<file path="src/rtl/dcim_bitserial_core.sv">
// Bit-serial digital compute-in-memory MAC sequencer: walks input bits MSB first,
// shift-accumulates per-channel partial sums. Optional macro DCIM_CORE_SAT_EN clamps results.
module dcim_bitserial_core #(
  parameter int NCH  = 2,
  parameter int MACW = 15,
  parameter int ACCW = 51
) (
  input  logic                 clk,
  input  logic                 rstn,
  input  logic                 start,
  input  logic                 inwidth,
  input  logic                 wwidth,
  input  logic                 sus,
  input  logic                 acm_en,
  output logic [2:0]           sel,
  output logic                 sel_valid,
  output logic                 busy,
  input  logic [NCH*MACW-1:0]  macout_low,
  input  logic [NCH*MACW-1:0]  macout_high,
  output logic [NCH*ACCW-1:0]  nout,
  output logic                 nout_valid,
  input  logic                 nout_ready
);

  // state   | meaning
  // IDLE    | waiting for start
  // COMPUTE | one input bit per cycle, sel = bit index
  // DONE    | result presented until accepted
  typedef enum logic [1:0] {IDLE, COMPUTE, DONE} state_t;

`ifdef DCIM_CORE_SAT_EN
  // Working accumulator is wide enough never to wrap, so the clamp sees the true sum.
  localparam int IW = ((ACCW > MACW + 13) ? ACCW : MACW + 13) + 1;
  localparam logic signed [IW:0] MAXV = (IW+1)'((64'sd1 <<< (ACCW-1)) - 64'sd1);
  localparam logic signed [IW:0] MINV = (IW+1)'(-(64'sd1 <<< (ACCW-1)));
`else
  localparam int IW = ACCW;
`endif

  state_t state, state_nxt;
  logic inw_q, ww_q, sus_q, acm_q;
  logic [2:0] cnt;
  logic [2:0] top;
  logic accept, step, finish;
  logic [NCH*ACCW-1:0] nout_q, nout_nxt;
  logic signed [IW-1:0]   part    [NCH];
  logic signed [IW-1:0]   acc     [NCH];
  logic signed [IW-1:0]   acc_nxt [NCH];
  logic signed [ACCW-1:0] prev    [NCH];
`ifdef DCIM_CORE_SAT_EN
  logic signed [IW:0]     sum     [NCH];
`endif

  assign top  = inw_q ? 3'd7 : 3'd3;
  assign nout = nout_q;

  always_ff @(posedge clk) begin
    if (!rstn) state <= IDLE;
    else       state <= state_nxt;
  end

  always_comb begin
    state_nxt  = state;
    accept     = 1'b0;
    step       = 1'b0;
    finish     = 1'b0;
    sel        = 3'd0;
    sel_valid  = 1'b0;
    busy       = 1'b0;
    nout_valid = 1'b0;
    case (state)
      IDLE: begin
        if (start) begin
          accept    = 1'b1;
          state_nxt = COMPUTE;
        end
      end
      COMPUTE: begin
        sel       = cnt;
        sel_valid = 1'b1;
        busy      = 1'b1;
        step      = 1'b1;
        if (cnt == 3'd0) begin
          finish    = 1'b1;
          state_nxt = DONE;
        end
      end
      DONE: begin
        busy       = 1'b1;
        nout_valid = 1'b1;
        if (nout_ready) state_nxt = IDLE;
      end
      default: state_nxt = IDLE;
    endcase
  end

  always_comb begin
    for (int c = 0; c < NCH; c++) begin
      part[c] = IW'($signed(macout_low[c*MACW +: MACW]));
      if (ww_q) part[c] = part[c] + (IW'($signed(macout_high[c*MACW +: MACW])) <<< 4);
      // In signed mode the MSB carries negative weight.
      if (sus_q && (cnt == top)) acc_nxt[c] = -part[c];
      else                       acc_nxt[c] = (acc[c] <<< 1) + part[c];
      prev[c] = acm_q ? $signed(nout_q[c*ACCW +: ACCW]) : '0;
    end
  end

  always_comb begin
    nout_nxt = '0;
    for (int c = 0; c < NCH; c++) begin
`ifdef DCIM_CORE_SAT_EN
      sum[c] = (IW+1)'(acc_nxt[c]) + (IW+1)'(prev[c]);
      if (sum[c] > MAXV)      nout_nxt[c*ACCW +: ACCW] = MAXV[ACCW-1:0];
      else if (sum[c] < MINV) nout_nxt[c*ACCW +: ACCW] = MINV[ACCW-1:0];
      else                    nout_nxt[c*ACCW +: ACCW] = sum[c][ACCW-1:0];
`else
      nout_nxt[c*ACCW +: ACCW] = acc_nxt[c] + prev[c];
`endif
    end
  end

  always_ff @(posedge clk) begin
    if (!rstn) begin
      inw_q  <= 1'b0;
      ww_q   <= 1'b0;
      sus_q  <= 1'b0;
      acm_q  <= 1'b0;
      cnt    <= 3'd0;
      nout_q <= '0;
      for (int c = 0; c < NCH; c++) acc[c] <= '0;
    end else if (accept) begin
      inw_q <= inwidth;
      ww_q  <= wwidth;
      sus_q <= sus;
      acm_q <= acm_en;
      cnt   <= inwidth ? 3'd7 : 3'd3;
      for (int c = 0; c < NCH; c++) acc[c] <= '0;
    end else if (step) begin
      cnt <= cnt - 3'd1;
      for (int c = 0; c < NCH; c++) acc[c] <= acc_nxt[c];
      if (finish) nout_q <= nout_nxt;
    end
  end

endmodule

</file>
<file path="config.mk">
export PLATFORM = sky130hd
export DESIGN_NAME = dcim_bitserial_core
export DESIGN_NICKNAME = d
export VERILOG_FILES = /design/src/rtl/dcim_bitserial_core.sv
export SDC_FILE = /design/constraint.sdc
export NUM_CORES = 1
export LEC_CHECK = 0
export ABC_AREA = 1
export CAP_MARGIN = 10
export CORE_MARGIN = 4
export CORE_UTILIZATION = 55
export CTS_BUF_LIST = sky130_fd_sc_hd__clkbuf_2 sky130_fd_sc_hd__clkbuf_4 sky130_fd_sc_hd__clkbuf_8
export DETAILED_ROUTE_END_ITERATION = 7
export DONT_BUFFER_PORTS = 1
export GPL_ROUTABILITY_DRIVEN = 0
export PLACE_DENSITY = 0.74
export SYNTH_ARGS = -nofsm -noshare
export SYNTH_HDL_FRONTEND = slang
export SYNTH_SLANG_ARGS = --single-unit
</file>
<file path="constraint.sdc">
create_clock -name clk -period 9.4 [get_ports clk]
set_clock_uncertainty 0.15 [all_clocks]
set_input_delay 1.88 -clock clk [delete_from_list [all_inputs] [get_ports clk]]
set_output_delay 1.88 -clock clk [all_outputs]
set_load 0.1 [all_outputs]
</file>
==> impl_metrics.csv, run 1 <==
group,metric,value,unit
run_status,status,"finished clean",
detailed_routing,drc,0,
clock_tree,path_clk_slew,0.06,ns
synth,synth_cell_types,63,
timing,slew_violations,0,
timing,grt_setup_unrepaired,"false",
clock_tree,root_buffer,"clkbuf_8",
synth,synth_top_area_share,13.03,%
die,start_util,55.90,%
place,place_inst,4459,
synth,yosys-top-cells-area,"nand2_1 (13%), edfxtp_1 (12%), ha_1 (12%), inv_1 (9.7%), a21oi_1 (9.0%)",
clock_tree,cts_buffer_depth,3,
die,core,44510,µm²
timing,fmax,127.6,MHz
timing,finalCriticalPeriod,7.835,ns
worst_setup_path,end_kind,"register",
die,fp.dieW,220.7,µm
synth,yosysSeqAreaShare,21.00,%
finish,final_util,58.88,%
worst_setup_path,slowest_stage,"inv_1",
detailed_routing,vias_per_cell,5.707,
finish,area.growth.synth_to_final,5.325,%
finish,n_antenna_cell,0,
finish,drive_gt1_share,5.756,%
synth,synth.largest_area_cell,"nand2_1",
detailed_routing,detail-route-antenna-nets,0,
worst_setup_path,crit_top_cell,"inv_1",
timing,tightest_slew,1.218,ns
detailed_routing,vias,25890,
synth,avgSynthCellArea,6.310,µm²
detailed_routing,drt_iter0_drc,2158,
clock_tree,holdBufCountCts,0,
synth,synth_seq_cells,211,
run,cap_viol_max_count,0,
synth,ys.flop_type,"dfxtp_1",
synth,syn_nets,4256,
global_route,grt_pass1_vias,24140,
synth,async_flop_share,0,%
clock_tree,clkSinkCount,211,
detailed_routing,dr.pass1.iters,7,
timing,hold_violations,0,
synth,synth_edf_count,100,
detailed_routing,routed_wl,76700,µm
worst_setup_path,worstSetupStartpointType,"input port",
synth,syn_area,24880,µm²
die,die-height,220.7,µm
timing,setup_ws,1.565,ns
place,dpl.hpwl,60430,µm
place,place.port_buffers,0,
clock_tree,cts_setup_buffers,0,
finish,stdcell_count,4536,
die,dieArea,48710,µm²
global_route,grt_pass1_wl,123100,µm
clock_tree,clk-insertion-delay-late,0.63,ns
detailed_routing,wl_per_cell,16.91,µm
timing,post-route-period-util,83.35,%
global_route,antenna_found_initial,0,
die,ioPinCount,176,
min_path,hold_path.class,"register to register",
global_route,grt_overflow,0,
worst_setup_path,setup.worst_path.class,"input port to register",
worst_setup_path,cp.required,9.77,ns
clock_tree,cts_max_level,2,
die,num_rows,77,
worst_setup_path,slowest_delay,0.81,ns
synth,syn_inst,3943,
place,pre_cts_slack,0.9768,ns
global_route,grt_max_degree,113,
finish,fin_nets,4224,
worst_setup_path,worstPathMaxFanout,32,
timing,finalSetupViolations,0,
timing,tns,0,ns
clock_tree,cts_tree,"done",
timing,slew-limit-headroom,18.68,%
global_route,track_usage,30.94,%
worst_setup_path,crit_arrival,8.20,ns
clock_tree,cts_resized,0,
synth,ys_warn_count,0,
clock_tree,cts_buffers,42,
==> area by class of cell <==
cell class                 instances  area (µm²)
inverter                         661        2486
timing repair buffer              12       90.09
sequential                       211        5230
clock inverter                    23       183.9
fill                            4445       18300
tap                              592       740.7
multi-input combinational       2983       16780
clock buffer                      54       693.2
==> flip-flops by register name (all words and copies together) (netlist names) <==
signal  flops
nout      102
ww_q        1
inw_q       1
cnt         3
sus_q       1
acm_q       1
acc       100
state       2
==> final timing paths <==
path,startpoint,to,slack (ns),depth (start not counted)
worst max-delay path,macout_low[14],nout[43]$_SDFFE_PN0P_,1.56,35
worst min-delay path,inw_q$_SDFFE_PN0P_,inw_q$_SDFFE_PN0P_,0.33,2
worst max register to register,ww_q$_SDFFE_PN0P_,nout[101]$_SDFFE_PN0P_,2.83,34
worst min register to register,inw_q$_SDFFE_PN0P_,inw_q$_SDFFE_PN0P_,0.33,2
==> per-stage QoR <==
step                instance area (µm²)  hold WS [ns]
finish                            26210        0.3306
global route                      26210        0.3654
global placement                  25330        0.3203
detailed placement                25330        0.3211
CTS                               26210        0.3299
floorplan                         24880        0.2970
==> kinds of logic after synthesis <==
kind of cell	Yosys count	synth area share, %
XOR/XNOR	82	2.886
AO/OA/AOI/OAI	1037	23.96
AND/OR/NAND/NOR	1619	28.01
buffers and inverters	749	11.64
flip-flops	211	21.00
adder cells (fa/ha/maj)	245	12.50
==> synth_stat cells (all sizes together), types with 3 or more instances <==
library cell	number
nor2	352
o211ai	34
buf	26
o21ai	313
nand3	220
and3	5
edfxtp	100
xor2	44
nand2	887
o221ai	15
o21bai	67
a21boi	9
o31ai	3
or2	37
a221oi	3
a21o	28
ha	239
xnor2	38
a31o	5
dfxtp	111
nand4	30
nor4	20
clkbuf	62
a211oi	12
nor3	48
o221a	3
a21oi	456
nand3b	17
fa	6
a31oi	47
o21a	35
inv	661
==> worst max-delay path: cells and delay by family <==
kind	cells	cell delay, ns
simple gates	15	2.08
compound gates	10	1.87
buf+inv	7	1.20
fa+ha+maj	3	1.16
==> cell usage in the layout, fill, tap and decap left out, types with 9 or more instances in the layout <==
cell,Yosys,routed
nand2_1,864,862
inv_1,641,641
a21oi_1,446,446
nor2_1,338,338
o21ai_0,263,263
ha_1,239,239
nand3_1,206,206
dfxtp_1,111,109
edfxtp_1,100,100
o21bai_1,67,67
a31oi_1,47,47
clkbuf_8,0,46
xor2_1,44,44
nor3_1,43,43
xnor2_1,38,38
o21a_1,35,35
o21ai_1,34,34
o211ai_1,34,34
nand4_1,30,30
a21o_1,28,28
or2_2,27,27
inv_2,19,19
nor4_1,19,19
nand2_2,18,18
nand3b_1,17,17
o21ai_2,15,15
o221ai_1,15,15
nand3_2,13,13
a211oi_1,12,12
clkinv_2,0,12
buf_4,5,12
a21oi_2,10,10
or2_1,9,9
==> per-layer routing <==
| metal | global-route usage [%] | part of all wire, % | up-vias |
|---|---|---|---|
| met1 | 40.47 | 43 | 11660 |
| met2 | 52.25 | 46 | 930 |
| met5 | 0 | 0 | - |
| met3 | 4.738 | 7.1 | 170 |
| met4 | 10.61 | 3.5 | 0 |
| li1 | - | - | 13130 |
Power of run 1 is not shown: default switching activity piles up to over one toggle a cycle in this logic, so the estimate is an artifact.
==> run 2: changes to the inputs <==
==> constraint.sdc (replaced) <==
create_clock -name clk -period 7.9 [get_ports clk]
set_clock_uncertainty 0.15 [all_clocks]
set_input_delay 1.58 -clock clk [delete_from_list [all_inputs] [get_ports clk]]
set_output_delay 1.58 -clock clk [all_outputs]
set_load 0.1 [all_outputs]
==> run 2 against run 1 <==
Non-clock buffer count increased by 10. Critical path depth grew 2. Routed wire length rose by 0.80%. Count of clock-buffer cells in the layout is 9 higher. Via count up 0.62%. Critical path type unchanged. Register-to-register slack worse by 1.2 ns. Worst setup slack got worse by 0.90 ns.
==> impl_metrics.csv, run 2 (synthesis gave the netlist of run 1 again) <==
group,metric,value,unit
die,fp.dieW,220.7,µm
die,start_util,55.90,%
worst_setup_path,crit_cells,37,
worst_setup_path,setup.worst_path.class,"input port to register",
timing,finalCriticalPeriod,7.238,ns
finish,final_common_cell,"nand2_1",
global_route,antenna_found_initial,0,
clock_tree,cts_buffers,41,
clock_tree,cts_setup_buffers,0,
timing,finalSetupViolations,0,
timing,post-route-period-util,91.62,%
finish,area.growth.synth_to_final,5.934,%
timing,slew-limit-headroom,20.21,%
finish,fin_nets,4233,
place,dpl.hpwl,61130,µm
global_route,grt_pass1_wl,124300,µm
global_route,track_usage,31.37,%
die,core,44510,µm²
finish,fillers,4443,
detailed_routing,vias,26050,
detailed_routing,detail-route-antenna-nets,0,
place,place.port_buffers,0,
detailed_routing,wl_per_cell,17.01,µm
place,dpl_cell_area,25420,µm²
global_route,grt_pass1_vias,24390,
timing,grt_setup_unrepaired,"false",
detailed_routing,routed_wl,77310,µm
finish,final_cell_mix,"nand2_1 (862), inv_1 (641), a21oi_1 (446)",
clock_tree,cts_buffer_depth,3,
finish,fin_area,26360,µm²
die,dieArea,48710,µm²
clock_tree,root_buffer,"clkbuf_8",
worst_setup_path,cp.required,8.27,ns
die,num_rows,77,
worst_setup_path,reg2regPathDepth,29,
die,die-height,220.7,µm
place,place_inst,4469,
detailed_routing,dr.pass1.iters,6,
global_route,grt_max_degree,113,
clock_tree,cts_max_level,2,
finish,drive_gt1_share,6.071,%
clock_tree,path_clk_slew,0.06,ns
finish,stdcell_count,4545,
worst_setup_path,critical_path_buf_inv_count,7,
finish,n_antenna_cell,0,
timing,holdWs,0.3328,ns
timing,tightest_slew,1.195,ns
worst_setup_path,slowest_stage,"ha_1",
timing,fmax,138.2,MHz
die,ioPinCount,176,
clock_tree,clkSinkCount,211,
worst_setup_path,crit_top_cell,"nand2_1",
min_path,worstHoldPathCells,2,
timing,hold_violations,0,
min_path,hold_path.class,"register to register",
clock_tree,clk-insertion-delay-late,0.65,ns
worst_setup_path,end_kind,"register",
worst_setup_path,crit_arrival,7.61,ns
global_route,grt_overflow,0,
detailed_routing,drt_iter0_drc,2184,
run,cap_viol_max_count,0,
detailed_routing,drc,0,
worst_setup_path,worstSetupStartpointType,"input port",
worst_setup_path,cpLargestDelayFamily,"simple AND/OR/NAND/NOR gates",
finish,multi_input_area,16790,µm²
clock_tree,cts_tree,"done",
finish,regArea,5230,µm²
finish,largest_reg_flops,102,
detailed_routing,vias_per_cell,5.732,
run_status,status,"finished clean",
timing,slew_violations,0,
timing,tns,0,ns
worst_setup_path,worstPathMaxFanout,12,
worst_setup_path,slowest_delay,0.43,ns
## run 2: cell count changes in the layout (fill, tap and decap cells not counted), sizes merged
cell,change
clkbuf,+9
clkinv,-11
clkinvlp,-1
inv,+2
buf,+10
## run 2: routing by layer
| metal | track usage (%) | wire (µm) | vias to the layer above |
|---|---|---|---|
| li1 | - | - | 13170 |
| met1 | 40.94 | 33040 | 11700 |
| met2 | 51.88 | 34940 | 976 |
| met3 | 5.493 | 5979 | 201 |
| met4 | 12.17 | 3348 | 0 |
| met5 | 0 | 0 | - |
## run 2: layout make-up
cell class / count / area share (%)
multi-input cells: 2983 / 63.69
flip-flops and latches: 211 / 19.84
inverters: 661 / 9.432
clock buffers: 63 / 3.005
well taps: 592 / 2.810
repair buffers: 22 / 0.6741
clock inverters: 13 / 0.5506
## run 2: per-stage QoR
step                      setup slack [ns]  util [%]
after global routing               0.06714     59.22
final                               0.6617     59.22
after floorplan                     0.9776         -
after global placement              0.1594     57.10
after CTS                           0.7425     59.21
after detailed placement           0.08192     57.10
## run 2: timing repair
action	in CTS	in global routing
endpoints found under the setup margin	0	2
gates resized for setup	0	1
hold buffers	0	0
## run 2: worst paths after layout
kind	startpoint	endpoint	slack [ns]
setup / recovery	macout_low[14]	nout[43]$_SDFFE_PN0P_	0.66
hold / removal	inw_q$_SDFFE_PN0P_	inw_q$_SDFFE_PN0P_	0.33
setup reg to reg	ww_q$_SDFFE_PN0P_	nout[43]$_SDFFE_PN0P_	1.65
hold reg to reg	inw_q$_SDFFE_PN0P_	inw_q$_SDFFE_PN0P_	0.33
## run 2: worst min-delay path, stage by stage, from the launching register on
cell and delay (ns):
dfxtp_1 0.32, nand2_1 0.06, a21oi_1 0.06
Power of run 2 is left out for the same reason.
